==> config.mk <==
export PLATFORM = sky130hd
export DESIGN_NAME = bin_to_7seg_scan
export DESIGN_NICKNAME = d
export VERILOG_FILES = /design/src/rtl/bin_to_7seg_scan.sv
export SDC_FILE = /design/constraint.sdc
export NUM_CORES = 1
export LEC_CHECK = 0
export ABC_AREA = 1
export CAP_MARGIN = 20
export CORE_ASPECT_RATIO = 0.75
export CORE_MARGIN = 1
export CORE_UTILIZATION = 40
export CTS_BUF_LIST = sky130_fd_sc_hd__clkbuf_8
export DETAILED_ROUTE_END_ITERATION = 7
export GPL_TIMING_DRIVEN = 0
export PLACE_DENSITY_LB_ADDON = 0.2
export SYNTH_ARGS = -nofsm -noshare
export SYNTH_HDL_FRONTEND = slang
export SYNTH_SLANG_ARGS = --single-unit
==> constraint.sdc <==
create_clock -name CLK -period 3.75 [get_ports CLK]
set_clock_uncertainty 0.05 [all_clocks]
set_input_delay 0.75 -clock CLK [delete_from_list [all_inputs] [get_ports CLK]]
set_output_delay 0.75 -clock CLK [all_outputs]
set_load 0.1 [all_outputs]
==> src/rtl/bin_to_7seg_scan.sv <==
// Binary to BCD converter (sequential double-dabble) with a multiplexed
// 7-segment scan driver, leading-zero blanking and overflow dashes.
module bin_to_7seg_scan #(
    parameter int unsigned BIN_W    = 14,
    parameter int unsigned DIGITS   = 4,
    parameter int unsigned PRESCALE = 50000,
    parameter int unsigned LZ_BLANK = 1
) (
    input  logic                  CLK,
    input  logic                  RSTn,
    input  logic [BIN_W-1:0]      BIN,
    input  logic                  LOAD,
    output logic                  BUSY,
    output logic                  DONE,
    output logic                  OVF,
    output logic [4*DIGITS-1:0]   BCD,
    output logic [6:0]            SEG7OUT,
    output logic [DIGITS-1:0]     SEG7COM
);

    localparam int unsigned BCD_W = 4 * DIGITS;
    localparam int unsigned CNT_W = $clog2(BIN_W + 1);
    localparam int unsigned PRE_W = $clog2(PRESCALE);
    localparam int unsigned IDX_W = (DIGITS > 1) ? $clog2(DIGITS) : 1;

    localparam logic [6:0] SEG_ZERO  = 7'b1000000;
    localparam logic [6:0] SEG_DASH  = 7'b0111111;
    localparam logic [6:0] SEG_BLANK = 7'b1111111;

    typedef enum logic [1:0] {
        ST_IDLE   = 2'd0,
        ST_SHIFT  = 2'd1,
        ST_FINISH = 2'd2
    } state_t;

    // Conversion state
    state_t             state_q, state_d;
    logic [BIN_W-1:0]   sreg_q, sreg_d;
    logic [BCD_W-1:0]   scratch_q, scratch_d;
    logic               ovf_acc_q, ovf_acc_d;
    logic [CNT_W-1:0]   cnt_q, cnt_d;
    logic               busy_q, busy_d;
    logic               done_q, done_d;
    logic               ovf_q, ovf_d;
    logic [BCD_W-1:0]   bcd_q, bcd_d;

    // Scan state
    logic [PRE_W-1:0]   presc_q, presc_d;
    logic [IDX_W-1:0]   idx_q, idx_d;
    logic [6:0]         seg_q, seg_d;
    logic [DIGITS-1:0]  com_q, com_d;

    // Datapath intermediates
    logic [BCD_W-1:0]   scratch_adj;
    logic [BCD_W-1:0]   scratch_sh;
    logic [BIN_W-1:0]   sreg_sh;
    logic               shift_out;
    logic [3:0]         digit_val;
    logic               digit_blank;
    logic               zero_run;

    // Active-low segment pattern {g,f,e,d,c,b,a} for one BCD code
    function automatic logic [6:0] seg_decode(input logic [3:0] code);
        logic [6:0] pat;
        case (code)
            4'd0:    pat = 7'b1000000;
            4'd1:    pat = 7'b1111001;
            4'd2:    pat = 7'b0100100;
            4'd3:    pat = 7'b0110000;
            4'd4:    pat = 7'b0011001;
            4'd5:    pat = 7'b0010010;
            4'd6:    pat = 7'b0000010;
            4'd7:    pat = 7'b1111000;
            4'd8:    pat = 7'b0000000;
            4'd9:    pat = 7'b0010000;
            default: pat = SEG_BLANK;
        endcase
        return pat;
    endfunction

    // One double-dabble step: add-3 correction, then shift {scratch, sreg} left
    always_comb begin
        scratch_adj = scratch_q;
        for (int i = 0; i < int'(DIGITS); i++) begin
            if (scratch_q[4*i +: 4] >= 4'd5) begin
                scratch_adj[4*i +: 4] = scratch_q[4*i +: 4] + 4'd3;
            end
        end
        {shift_out, scratch_sh, sreg_sh} = {scratch_adj, sreg_q, 1'b0};
    end

    // Conversion FSM next state; BCD/OVF/DONE are loaded on the edge entering
    // FINISH so the FINISH cycle itself is the DONE cycle and can accept LOAD
    always_comb begin
        state_d   = state_q;
        sreg_d    = sreg_q;
        scratch_d = scratch_q;
        ovf_acc_d = ovf_acc_q;
        cnt_d     = cnt_q;
        bcd_d     = bcd_q;
        ovf_d     = ovf_q;
        busy_d    = 1'b0;
        done_d    = 1'b0;

        case (state_q)
            ST_IDLE, ST_FINISH: begin
                if (LOAD) begin
                    sreg_d    = BIN;
                    scratch_d = '0;
                    ovf_acc_d = 1'b0;
                    cnt_d     = CNT_W'(BIN_W);
                    busy_d    = 1'b1;
                    state_d   = ST_SHIFT;
                end else begin
                    state_d   = ST_IDLE;
                end
            end
            ST_SHIFT: begin
                sreg_d    = sreg_sh;
                scratch_d = scratch_sh;
                ovf_acc_d = ovf_acc_q | shift_out;
                cnt_d     = cnt_q - CNT_W'(1);
                if (cnt_q == CNT_W'(1)) begin
                    bcd_d   = scratch_sh;
                    ovf_d   = ovf_acc_q | shift_out;
                    done_d  = 1'b1;
                    state_d = ST_FINISH;
                end else begin
                    busy_d  = 1'b1;
                end
            end
            default: begin
                state_d = ST_IDLE;
            end
        endcase
    end

    // Scan prescaler and digit index advance
    always_comb begin
        presc_d = presc_q + PRE_W'(1);
        idx_d   = idx_q;
        if (presc_q == PRE_W'(PRESCALE - 1)) begin
            presc_d = '0;
            idx_d   = (idx_q == IDX_W'(DIGITS - 1)) ? '0 : idx_q + IDX_W'(1);
        end
    end

    // Pick the digit about to be shown and decide whether it is a leading zero
    always_comb begin
        digit_val   = 4'd0;
        digit_blank = 1'b0;
        zero_run    = 1'b1;
        for (int i = int'(DIGITS) - 1; i >= 0; i--) begin
            zero_run = zero_run & (bcd_q[4*i +: 4] == 4'd0);
            if (idx_d == IDX_W'(i)) begin
                digit_val   = bcd_q[4*i +: 4];
                digit_blank = (LZ_BLANK != 0) && (i != 0) && zero_run;
            end
        end
    end

    // Segment and common drive for the next index, so both change together
    always_comb begin
        com_d = ~(DIGITS'(1) << idx_d);
        if (ovf_q) begin
            seg_d = SEG_DASH;
        end else if (digit_blank) begin
            seg_d = SEG_BLANK;
        end else begin
            seg_d = seg_decode(digit_val);
        end
    end

    // State registers
    always_ff @(posedge CLK or negedge RSTn) begin
        if (!RSTn) begin
            state_q   <= ST_IDLE;
            sreg_q    <= '0;
            scratch_q <= '0;
            ovf_acc_q <= 1'b0;
            cnt_q     <= '0;
            busy_q    <= 1'b0;
            done_q    <= 1'b0;
            ovf_q     <= 1'b0;
            bcd_q     <= '0;
            presc_q   <= '0;
            idx_q     <= '0;
            seg_q     <= SEG_ZERO;
            com_q     <= ~DIGITS'(1);
        end else begin
            state_q   <= state_d;
            sreg_q    <= sreg_d;
            scratch_q <= scratch_d;
            ovf_acc_q <= ovf_acc_d;
            cnt_q     <= cnt_d;
            busy_q    <= busy_d;
            done_q    <= done_d;
            ovf_q     <= ovf_d;
            bcd_q     <= bcd_d;
            presc_q   <= presc_d;
            idx_q     <= idx_d;
            seg_q     <= seg_d;
            com_q     <= com_d;
        end
    end

    assign BUSY    = busy_q;
    assign DONE    = done_q;
    assign OVF     = ovf_q;
    assign BCD     = bcd_q;
    assign SEG7OUT = seg_q;
    assign SEG7COM = com_q;

endmodule
### Word-level counts from Yosys, hierarchy flattened

Memory sizes are Yosys's and may differ from the RTL's.
Index checks and enable logic that the tools add are counted.

| word-level totals | value |
|---|---|
| flip-flop bits (word level) | 85 |
| memory bits (read-only) | 112 |
| memories kept | 1 |

| operators by class | value |
|---|---|
| add/sub/neg operators | 7 |
| magnitude comparators | 4 |
| eq/ne operators | 10 |
| shift-type cells | 1 |
| multiplexer cells | 33 |
| bitwise gates (word level) | 4 |
| reductions and logical operators | 9 |

Memories:

| name | words | bits a word | rd ports | clocked after Yosys merged registers in | write ports | line | text |
|---|---|---|---|---|---|---|---|
| (no name shown) | 16 | 7 | 1 | 0 | 0 | 65 | `case (code)` |

Operators by type and width:

| kind | count |
|---|---|
| $mux W4 | 9 |
| $mux W16 | 2 |
| $pmux W16 S2 | 1 |
| $pmux W14 S2 | 1 |
| $add A16 B1 Y16 const B | 1 |
| $add A4 B2 Y4 const B | 4 |
| $eq A16 B16 Y1 const B | 1 |
| $ge A4 B3 Y1 const B | 4 |
| $mux W14 | 1 |
| $mux W7 | 2 |
| $logic_not A4 Y1 | 3 |
| $mux W1 | 10 |
| $eq A2 B2 Y1 const B | 4 |
| $pmux W4 S2 | 1 |
| $mux W2 | 3 |
| $eq A2 B1 Y1 const B | 2 |
| $eq A4 B1 Y1 const B | 1 |
| $logic_not A2 Y1 | 2 |
| $ne A2 B2 Y1 const B | 2 |
| $not A4 Y4 | 1 |
| $pmux W1 S2 | 2 |
| $pmux W2 S2 | 1 |
| $reduce_and A2 Y1 | 2 |
| $shl A1 B2 Y4 const A | 1 |
| 6 further kinds | 7 |

### Depth between registers and ports, before layout

Gate-level depths: netlist (run 1).
An unclocked memory read counts as a cell.

| depth | value |
|---|---|
| depth in word-level cells | 11 |
| mapped depth | 18 |

### Least setup slack after synthesis (run 1)

OpenSTA, ideal clock, no wires.

| path | value |
|---|---|
| path type | register to register |
| start | reg presc_q[0] |
| end | reg seg_q[3] (netlist: SEG7OUT[3]) |
| setup time | 68 ps |
| data arrival time | 2105 ps |
| slack | 1527 ps |
| cell stages (with the launch flop) | 16 |
| period minus slack after synthesis | 2223 ps |
| path through | dfrtp_1 > ha_1 > nand3_2 > nor2_4 > nand3_1 > nand2_4 > buf_6 > nor2_1 > nand2_1 > nand3_2 > nor2_4 > inv_2 > ha_1 > o21ai_0 > nand2_1 > nand2_1 |

| between the ends | value |
|---|---|
| word-level cells in the longest chain between the ends | 10 |
| elaborated cells between the ends (all ways) | 17 |

Ends and longest elaborated chain:

| item | line | text |
|---|---|---|
| start, declared | 48 | `logic [PRE_W-1:0] presc_q, presc_d;` |
| start signal, assigned | 200 | `presc_q <= presc_d;` |
| $eq A16 B16 Y1 * | 142 | `if (presc_q == PRE_W'(PRESCALE - 1)) begin` |
| $mux W2 * | 142 |  |
| net idx_d[0] | 49 | `logic [IDX_W-1:0] idx_q, idx_d;` |
| $eq A2 B2 Y1 | 155 | `if (idx_d == IDX_W'(i)) begin` |
| $mux W4 (4 in a row) | 155 |  |
| $mem_v2 Z16 W7 | -- |  |
| $mux W7 * | 167 | `end else if (digit_blank) begin` |
| $mux W7 * | 165 | `if (ovf_q) begin` |
| net seg_d[3] | 50 | `logic [6:0] seg_q, seg_d;` |
| end signal, assigned | 202 | `seg_q <= seg_d;` |
| end, declared | 50 |  |

Mark *: on every way through the listed nets, which the timed path passes. The rest lies on a longest branch.
A chain may end at the register's enable or synchronous reset.

### Worst setup path in the final report (run 1)

| path | value |
|---|---|
| start | reg com_q[1] (netlist: SEG7COM[1]) |
| end | out SEG7COM[1] |

RTL lines:

| item | line | text |
|---|---|---|
| start, declared | 51 | `logic [DIGITS-1:0] com_q, com_d;` |
| start signal, assigned | 189 | `com_q <= ~DIGITS'(1);` |
| start signal, assigned | 203 | `com_q <= com_d;` |
| end, declared | 18 | `output logic [DIGITS-1:0] SEG7COM` |

No word-level cell between the ends.

==> impl_results.md, run 1 <==
* Clk_lat worst skew at 360 ps
* TritonCTS Buffers at 9
* Leakage Power at 0.00245 uW
* Worst VDD drop at between 300 and 400 uV
* Synth cell types at 32
* Port buffer count at 46
* Final hold vios at 0
* Worst hold margin at roughly 200 ps
* First-pass GRT wire length at 15900 um
* Synth Warn # at 0
* Rows at 32
* Top_reg_cell synth: dfrtp_1
* N_diodes at 0
* Least-Margin Pin Slew at 975 ps
* GP Congestion at 0.831
* IO Count at 47
* 1st-iter DRT viols at just over 200
* Setup violators final at 0
* CORE AREA at ~10000 um2
* Post-Syn Instances at a little under 500
* Reg2Reg Depth at 14
* Worst min path class: input port to async pin
* Cell taking the most area after synthesis: dfrtp_1
* Initial Util at 41.1%
* Reg clk slew, reported paths at roughly 80 ps
* Synth cell count leaders: nand2_1 (119), dfrtp_1 (81), inv_1 (70), o21ai_0 (46), nand3_1 (25)
* Area taken by multi-input logic gates at 1760 um2
* Mapped Nets at between 500 and 600
* Post-CTS Hold Buffers at 0
* Drt drc at 0
* HPWL after DPL at 6880 um
* Vert. Die Dim at just over 90 um
* Total Routing Usage GR at between 10% and 20%
* Total die area at ~11000 um2
* Tcrit/Tclk final at 74.3%
* Ys async rst share at between 90% and 100%
* Crit path buf inv count at 1
* Drt wl/cell at about 13 um
* RSZ-0062 raised after global routing: false
* GRT overflow at 0
* Dominant cells by area after synthesis: dfrtp_1 (48%), nand2_1 (11%), inv_1 (6.2%), o21ai_0 (5.5%), ha_1 (3.9%)
* Syn avg cell area at roughly 8.6 um2
* Critical Path Stages at 1
* Die W at around 120 um
* Total Nets Final at around 580
* Share of layout cells above drive strength 1 at 10.1%
* CP required at between 2000 and 3000 ps
* Count leader, synth: nand2_1
* First drt pass iteration count at 4
* CP Class: flip-flop to output port
* Largest net degree at the start of global routing at 70
* Initial antenna violation count at 0
* Synth top area share at between 40% and 50%
* Worst path cell trace: clkdlybuf4s50_1
* Max cap viols at 0
* Pwr Total at roughly 4600 uW
* Final Slew Violations at 0
* Post-Synthesis Cell Area at roughly 4200 um2
* Filler instances at roughly 1000
* Crit path launch type: flip-flop
* Status: finished, final reports clean
* Critical Path AT at 1990 ps
* Synth Register Bits at 85
* Worst slew margin at approximately a third
* Fmax at roughly 0.36 GHz
* Clk root buf: clkbuf_8
* H-tree levels at 3
* Critical Path Fanout Max at 1
* Vias at around 3300
* Final WL at slightly above 9000 um
* Setup TNS at 0 ps
* Crit path capture type: output port
* Total area of sequential cells at about 2100 um2
* Vias in the first global route at around 3300
* Critical path's slowest cell: clkdlybuf4s50_1
* # resized after CTS at 0
* EDFF count, synth at 0
* Area growth, synth to finish at 21.4%
* Sequential share of the synthesized area at roughly half
* Minimum clock period at 2790 ps
* Power per cell area at between 900 and 1000 nW/um2
* CP peak stage delay at 1120 ps
* Delay-heaviest family, CP: buffers and inverters
* Routed Antenna Nets at 0
* Vias/cell at 4.87
* CTS tree: yes
* CTS sink count at 85
* Longest Clk Path Bufs at 2
* Post-CTS setup buffers at 0
[placed cells by master, fill, tap and decap left out, drive strengths merged]
| cell type | n |
|---|---|
| dfrtp | 81 |
| clkinvlp | 2 |
| clkbuf | 19 |
| o221ai | 11 |
| a21oi | 17 |
| nor3b | 1 |
| o41ai | 1 |
| nor2 | 31 |
| clkinv | 1 |
| ha | 13 |
| a21boi | 1 |
| nand2 | 134 |
| o22ai | 4 |
| nand3 | 30 |
| bufinv | 3 |
| xor2 | 11 |
| nand4 | 7 |
| o211ai | 4 |
| inv | 74 |
| o31ai | 1 |
| a22oi | 1 |
| or3 | 1 |
| nor4 | 1 |
| a31oi | 2 |
| o21ai | 46 |
| clkdlybuf4s50 | 45 |
| dfstp | 4 |
| nor3 | 3 |
| buf | 3 |
[metrics by stage]
step	instance area [um2]	cells	worst slack [ps]	util, %
floorplan	4220	489	1530	-
global placement	4850	671	-1220	47.3
detailed placement	4870	672	1260	47.5
CTS	5120	688	939	49.9
global route	5120	688	902	49.9
finish	5120	688	963	49.9
[where the power goes]
group	switching (uW)	leakage, uW	internal [uW]
Combinational	1740	0.00128	632
Sequential	228	0.00105	1230
Clock	329	0.000119	459
[cell families after synthesis]
family                     count (synthesis)  synth area share [%]
AOI/OAI and AO/OA                         88                  12.1
xor gates and xnor gates                  11                  2.29
adders and majority gates                 13                  3.86
buffers and inverters                     84                  7.66
DFF                                       85                  50.6
and+or+nand+nor                          208                  23.5
[worst register-to-register path, delay by kind of cell, from the launching register on]
kind,cells,cell delay (ps)
compound gates,1,170
fa+ha+maj,2,490
buf+inv,1,60
flops,1,380
simple gates,10,1230
[metal layers]
metal	part of all wire, %	vias to the layer above	wire [um]	track usage, %
li1	-	1702	-	-
met1	50	1559	4580	25.8
met2	44	79	4070	27.9
met3	4.9	9	450	4.67
met4	0.76	0	70	5.04
met5	0	-	0	0
[path summary, 6_finish.rpt]
path / start / endpoint / slack (ps)
max in group asynchronous: RSTn / sreg_q[8] / 2850
worst max-delay path: SEG7COM[1] / SEG7COM[1] / 960
worst min register to register: presc_q[0] / presc_q[0] / 410
worst max register to register: presc_q[0] / SEG7OUT[3] / 1310
min in group CLK: presc_q[0] / presc_q[0] / 410
worst min-delay path: RSTn / presc_q[11] / 200
[sequential cells by signal, summed over array words and instances, names as in the netlist]
name and cells:
ovf_acc_q 1, BCD 16, cnt_q 4, idx_q 2
sreg_q 14, OVF 1, scratch_q 16, SEG7COM 4
SEG7OUT 7, BUSY 1, state_q 2, presc_q 16
DONE 1
[cell type report]
class	count	area share [%]
tap	136	3.32
clock inverter	6	2.15
multi-input combinational	320	34.4
buffer	10	0.880
inverter	74	5.43
clock buffer	10	2.69
sequential	85	41.7
timing repair buffer	47	9.48
(Power assumes the default switching activity.)
==> inputs of run 2 (changes only) <==
==> constraint.sdc (replaced) <==
create_clock -name CLK -period 2.5 [get_ports CLK]
set_clock_uncertainty 0.05 [all_clocks]
set_input_delay 0.5 -clock CLK [delete_from_list [all_inputs] [get_ports CLK]]
set_output_delay 0.5 -clock CLK [all_outputs]
set_load 0.1 [all_outputs]
==> run 2 against run 1 <==
Against the previous run:
- worst setup slack got worse by 830 ps
- largest power group unchanged
- power rose by 48%
- critical path type unchanged
- sequential share of layout area shrank 0.36 points
- first-iteration DRC count decreased by 11%
- non-clock buffer count grew 4
- combinational power grew 47%
==> impl_results.md, run 2 (synthesis results as in run 1) <==
* Minimum clock period at about 2400 ps
* Worst min path class: flip-flop to flip-flop (was input port to async pin)
* CTS sink count at 85 (unchanged)
* Final hold vios at 0 (unchanged)
* Port buffer count at 46 (unchanged)
* Critical path's slowest cell: clkdlybuf4s50_1 (unchanged)
* Total Nets Final at 581 (was 577)
* Least-Margin Pin Slew at 966 ps (was 975 ps)
* First-pass GRT wire length at 15900 um (about the same)
* H-tree levels at 3 (unchanged)
* GP Congestion at 0.831 (unchanged)
* Drt wl/cell at 13.4 um (was 13.3 um)
* Area taken by multi-input logic gates at 1790 um2 (was 1760 um2)
* Clk root buf: clkbuf_8 (unchanged)
* Combinational Power Share at 50.8% (was 51.3%)
* Worst R2R Setup Slack at 160 ps (was 1310 ps)
* Share of layout cells above drive strength 1 at 11.3% (was 10.1%)
* Worst slew margin at 35.4% (was 34.8%)
* Filler instances at 985 (was 999)
* P_int at 3410 uW (was 2320 uW)
* Crit path launch type: flip-flop (unchanged)
* Initial antenna violation count at 0 (unchanged)
* Crit. Startpoint: BUSY (was SEG7COM[1])
* Sequential share of power at 31.9% (was 31.6%)
* Vert. Die Dim at 90.9 um (unchanged)
* Drt drc at 0 (unchanged)
* 1st-iter DRT viols at 181 (was 204)
* GRT overflow at 0 (unchanged)
* Final WL at 9310 um (was 9170 um)
* Setup violators final at 0 (unchanged)
* Switching share of power at 50.2% (was 49.7%)
* CORE AREA at 10200 um2 (unchanged)
* Longest Clk Path Bufs at 2 (unchanged)
* Place WS at 93.6 ps (was 1260 ps)
* Vias in the first global route at 3301 (was 3304)
* Largest net degree at the start of global routing at 70 (unchanged)
* N_diodes at 0 (unchanged)
* Area growth, synth to finish at 22.5% (was 21.4%)
* First drt pass iteration count at 4 (unchanged)
* Leakage Power at 0.00255 uW (was 0.00245 uW)
* Critical Path AT at 1820 ps (was 1990 ps)
* Most common cell after layout, fill and taps aside: nand2_1 (unchanged)
* Vias/cell at 4.87 (about the same)
* Rows at 32 (unchanged)
* Routed Antenna Nets at 0 (unchanged)
* Clk_lat worst skew at 360 ps (about the same)
* Die W at 121 um (unchanged)
* Worst VDD drop at 547 uV (was 365 uV)
* Delay-heaviest family, CP: buffers and inverters (unchanged)
* CP peak stage delay at 1130 ps (was 1120 ps)
* Vias at 3368 (was 3349)
* Reg-to-reg critical path endpoint: SEG7OUT[3] (unchanged)
* Tcrit/Tclk final at between 90 and 100%
* Final WS setup at 133 ps (was 963 ps)
* TritonCTS Buffers at 9 (unchanged)
* IO Count at 47 (unchanged)
* Worst path cell trace: clkdlybuf4s50_1 (unchanged)
* Reg2Reg Depth at 15 (was 14)
* Sw Pwr at 3440 uW (was 2300 uW)
* Total area of sequential cells at 2130 um2 (unchanged)
* Fmax at 0.422 GHz
* CP required at 1950 ps (was 2950 ps)
* Hold worst-path end: cnt_q[3]
* Power per cell area at 1330 nW/um2 (was 903 nW/um2)
* Critical Path Fanout Max at 1 (unchanged)
* Total Routing Usage GR at 18.3% (about the same)
* Crit path capture type: output port (unchanged)
* RR Startpoint: presc_q[0] (unchanged)
* Crit path buf inv count at 1 (unchanged)
* Total die area at 11000 um2 (unchanged)
* Leading cell types in the layout, fill and taps excluded: nand2_1 (118), dfrtp_1 (81), inv_1 (70), o21ai_0 (45), nand3_1 (25) (was nand2_1 (119), dfrtp_1 (81), inv_1 (70), o21ai_0 (46), clkdlybuf4s50_1 (45))
* CTS tree: yes (unchanged)
* Worst hold margin at 453 ps (was 199 ps)
* Status: finished, final reports clean (unchanged)
* HP Start: cnt_q[3]
* CP Class: flip-flop to output port (unchanged)
* HPWL after DPL at 6880 um (unchanged)
* Initial Util at 41.1% (unchanged)
* Clock Power Share at 17.2% (was 17.1%)
* Reg clk slew, reported paths at 80 ps (about the same)
* Hold path depth at 1
* Max cap viols at 0 (unchanged)
* Final Slew Violations at 0 (unchanged)
-- run 2: changes by cell type in the layout (fill, tap and decap cells not counted), sizes merged --
| cell | delta |
|---|---|
| buf | +3 |
| dlygate4sd3 | +1 |
| dlygate4sd2 | +18 |
| dlymetal6s2s | +3 |
| clkdlybuf4s50 | -21 |
-- run 2: what timing repair did --
action                                  CTS  global route
endpoints found under the setup margin   18             7
pin swaps                                 0             4
gates resized for setup                  18            10
setup buffers                             0             3
hold buffers                              1             0
hold endpoints to repair                 12             0
-- run 2: worst max path at each step --
stage / depth (start not counted) / end / slack, ps
6_report: 1 / BUSY / 130
3_5_place_dp: 15 / SEG7OUT[3] / 90
2_1_floorplan: 15 / SEG7OUT[3] / 280
3_3_place_gp: 1 / scratch_q[13] / -2220
4_1_cts: 1 / BCD[3] / 10
5_1_grt: 15 / SEG7OUT[3] / -20
-- run 2: per-stage QoR --
stage	TNS, ps	instance area [um2]	util [%]	total power, uW	instances
after global routing	-17.7	5160	50.4	7340	692
after floorplan	0	4220	-	4840	489
after detailed placement	0	4870	47.5	5790	672
after global placement	-184370	4850	47.3	5680	671
final	0	5160	50.4	6860	692
after CTS	0	5110	49.8	6900	689
-- run 2: layer usage --
metal | share of wire, % | wire length (um) | global-route usage [%] | up-vias
met5 | 0 | 0 | 0 | -
met2 | 45 | 4190 | 27.9 | 77
met3 | 4.7 | 433 | 4.67 | 4
met1 | 50 | 4630 | 25.8 | 1577
met4 | 0.58 | 54 | 5.04 | 0
li1 | - | - | - | 1710
-- run 2: power by group through the flow --
stage                     Clock [uW]  Combinational, uW  Sequential (uW)
after floorplan                    0               1400             3440
after global placement             0               3470             2210
after detailed placement           0               3570             2220
after CTS                       1220               3500             2190
after global routing            1270               3810             2260
final                           1180               3480             2190
-- run 2: area by class of cell --
type	count	share of cell area (%)
Inverter	74	5.38
Timing Repair Buffer	51	9.74
Clock buffer	10	2.67
Multi-Input combinational cell	320	34.6
Buffer	10	0.872
Sequential cell	85	41.3
Clock inverter	6	2.13
Tap cell	136	3.30
==> inputs of run 3 (changes only) <==
--- a/config.mk
+++ b/config.mk
@@ -8,7 +8,7 @@
 export ABC_AREA = 1
 export CAP_MARGIN = 20
 export CORE_ASPECT_RATIO = 0.75
-export CORE_MARGIN = 1
+export CORE_MARGIN = 2
 export CORE_UTILIZATION = 40
 export CTS_BUF_LIST = sky130_fd_sc_hd__clkbuf_8
 export DETAILED_ROUTE_END_ITERATION = 7
==> run 3 against run 2 <==
Against the previous run:
- combinational power about the same
- largest cell class unchanged
- critical path type unchanged
- largest power group unchanged
- power decreased by 1.6%
- final cell count shrank 0.14%
- die area rose by 3.9%
- sequential share of layout area grew 0.21 points
- via count increased by 0.92%
- hold slack lost 18 ps
==> impl_results.md, run 3 (synthesis results as in run 1) <==
* TritonCTS Buffers at 9 (unchanged)
* Vias/cell at 4.92 (was 4.87)
* CTS sink count at 85 (unchanged)
* Power per cell area at 1310 nW/um2 (was 1330 nW/um2)
* Final instance area at 5140 um2 (was 5160 um2)
* Worst VDD drop at 569 uV (was 547 uV)
* Leakage Power at 0.00256 uW (was 0.00255 uW)
* Die W at 123 um (was 121 um)
* Crit path capture type: output port (unchanged)
* Vert. Die Dim at 92.9 um (was 90.9 um)
* Least-Margin Pin Slew at 975 ps (was 966 ps)
* Tcrit/Tclk final at 94.2% (was 94.7%)
* Largest net degree at the start of global routing at 71 (was 70)
* Max cap viols at 0 (unchanged)
* Total Nets Final at 581 (unchanged)
* Setup violators final at 0 (unchanged)
* Crit. Startpoint: SEG7OUT[2] (was BUSY)
* Placed inst area at 4870 um2 (unchanged)
* Drt drc at 0 (unchanged)
* GP Congestion at 0.843 (was 0.831)
* 1st-iter DRT viols at 261 (was 181)
* Crit path buf inv count at 1 (unchanged)
* Worst slew margin at 34.9% (was 35.4%)
* GRT overflow at 0 (unchanged)
* H-tree levels at 3 (unchanged)
* Total die area at 11400 um2 (was 11000 um2)
* Share of layout cells above drive strength 1 at 11.4% (was 11.3%)
* First drt pass iteration count at 4 (unchanged)
* Filler instances at 976 (was 985)
* Place WS at 95.4 ps (was 93.6 ps)
* Most common cell after layout, fill and taps aside: nand2_1 (unchanged)
* CORE AREA at 10300 um2 (was 10200 um2)
* Clk_lat worst skew at 350 ps (was 360 ps)
* Area growth, synth to finish at 22.0% (was 22.5%)
* Final Slew Violations at 0 (unchanged)
* Crit path launch type: flip-flop (unchanged)
* CP required at 1950 ps (about the same)
* Final WS setup at 145 ps (was 133 ps)
* Vias in the first global route at 3269 (was 3301)
* Drt wl/cell at 13.4 um (about the same)
* Worst min path class: flip-flop to flip-flop (unchanged)
* Minimum clock period at 2360 ps (was 2370 ps)
* Fmax at 0.425 GHz (was 0.422 GHz)
* Port buffer count at 46 (unchanged)
* Clk root buf: clkbuf_8 (unchanged)
* Initial antenna violation count at 0 (unchanged)
* Final WL at 9290 um (was 9310 um)
* N_diodes at 0 (unchanged)
* Critical Path AT at 1810 ps (was 1820 ps)
* Longest Clk Path Bufs at 2 (unchanged)
* Pwr Total at 6740 uW (was 6860 uW)
* First-pass GRT wire length at 15600 um (was 15900 um)
* Total area of sequential cells at 2130 um2 (about the same)
* HPWL after DPL at 6750 um (was 6880 um)
* Initial Util at 41.0% (was 41.1%)
* Vias at 3399 (was 3368)
* Rows at 32 (unchanged)
* CP Class: flip-flop to output port (unchanged)
* Routed Antenna Nets at 0 (unchanged)
* Critical path's slowest cell: clkdlybuf4s50_1 (unchanged)
* Delay-heaviest family, CP: buffers and inverters (unchanged)
* CP peak stage delay at 1120 ps (was 1130 ps)
* Status: finished, final reports clean (unchanged)
* Critical Path Fanout Max at 1 (unchanged)
* Reg clk slew, reported paths at 80 ps (about the same)
* HP Start: cnt_q[3] (unchanged)
* Leading cell types in the layout, fill and taps excluded: nand2_1 (118), dfrtp_1 (79), inv_1 (70), o21ai_0 (46) (was nand2_1 (118), dfrtp_1 (81), inv_1 (70), o21ai_0 (45), nand3_1 (25))
* Worst path cell trace: clkdlybuf4s50_1 (unchanged)
* Total Routing Usage GR at 17.6% (was 18.3%)
* IO Count at 47 (unchanged)
* RR Startpoint: presc_q[0] (unchanged)
* Area taken by multi-input logic gates at 1790 um2 (about the same)
* CTS tree: yes (unchanged)
* Final hold vios at 0 (unchanged)
* Worst hold margin at 435 ps (was 453 ps)
## run 3: timing repair
item | CTS | global route
buffers inserted | 0 | 3
hold endpoints to repair | 11 | 0
gates resized for setup | 16 | 13
setup endpoints to repair | 16 | 8
pin swaps | 0 | 3
hold buffers | 1 | 0
## run 3: path summary, 6_finish.rpt
check                           cells after the start            end  slack, ps
worst min register to register                      1       cnt_q[3]        430
max in group asynchronous                           3  scratch_q[15]       1300
worst max register to register                     15     SEG7OUT[3]        150
worst min-delay path                                1       cnt_q[3]        430
worst max-delay path                                1     SEG7OUT[2]        140
min in group asynchronous                           2    presc_q[11]        490
## run 3: power by group
group	leakage [uW]	internal (uW)	switching [uW]
Combinational	0.00140	882	2620
Sequential	0.00104	1850	337
Clock	0.000112	580	477
## run 3: metrics by stage
| step | TNS, ps | std cells | utilization, % |
|---|---|---|---|
| finish | 0 | 691 | 50.0 |
| global route | -7.19 | 691 | 50.0 |
| CTS | 0 | 688 | 49.3 |
| detailed placement | 0 | 672 | 47.3 |
| global placement | -182550 | 671 | 47.1 |
| floorplan | 0 | 489 | - |
## run 3: cell type report
type | instances | share of cell area [%]
buffer | 10 | 0.876
clock inverter | 5 | 1.46
sequential | 85 | 41.5
inverter | 74 | 5.40
timing repair buffer | 51 | 9.92
multi-input combinational | 320 | 34.9
tap | 136 | 3.31
clock buffer | 10 | 2.68
## run 3: layer usage
metal  up-vias  wire [um]  GRT usage [%]
li1       1709          -              -
met1      1596       4700           25.1
met2        80       4020           26.1
met3        14        431           4.62
met4         0        136           5.36
met5         -          0              0
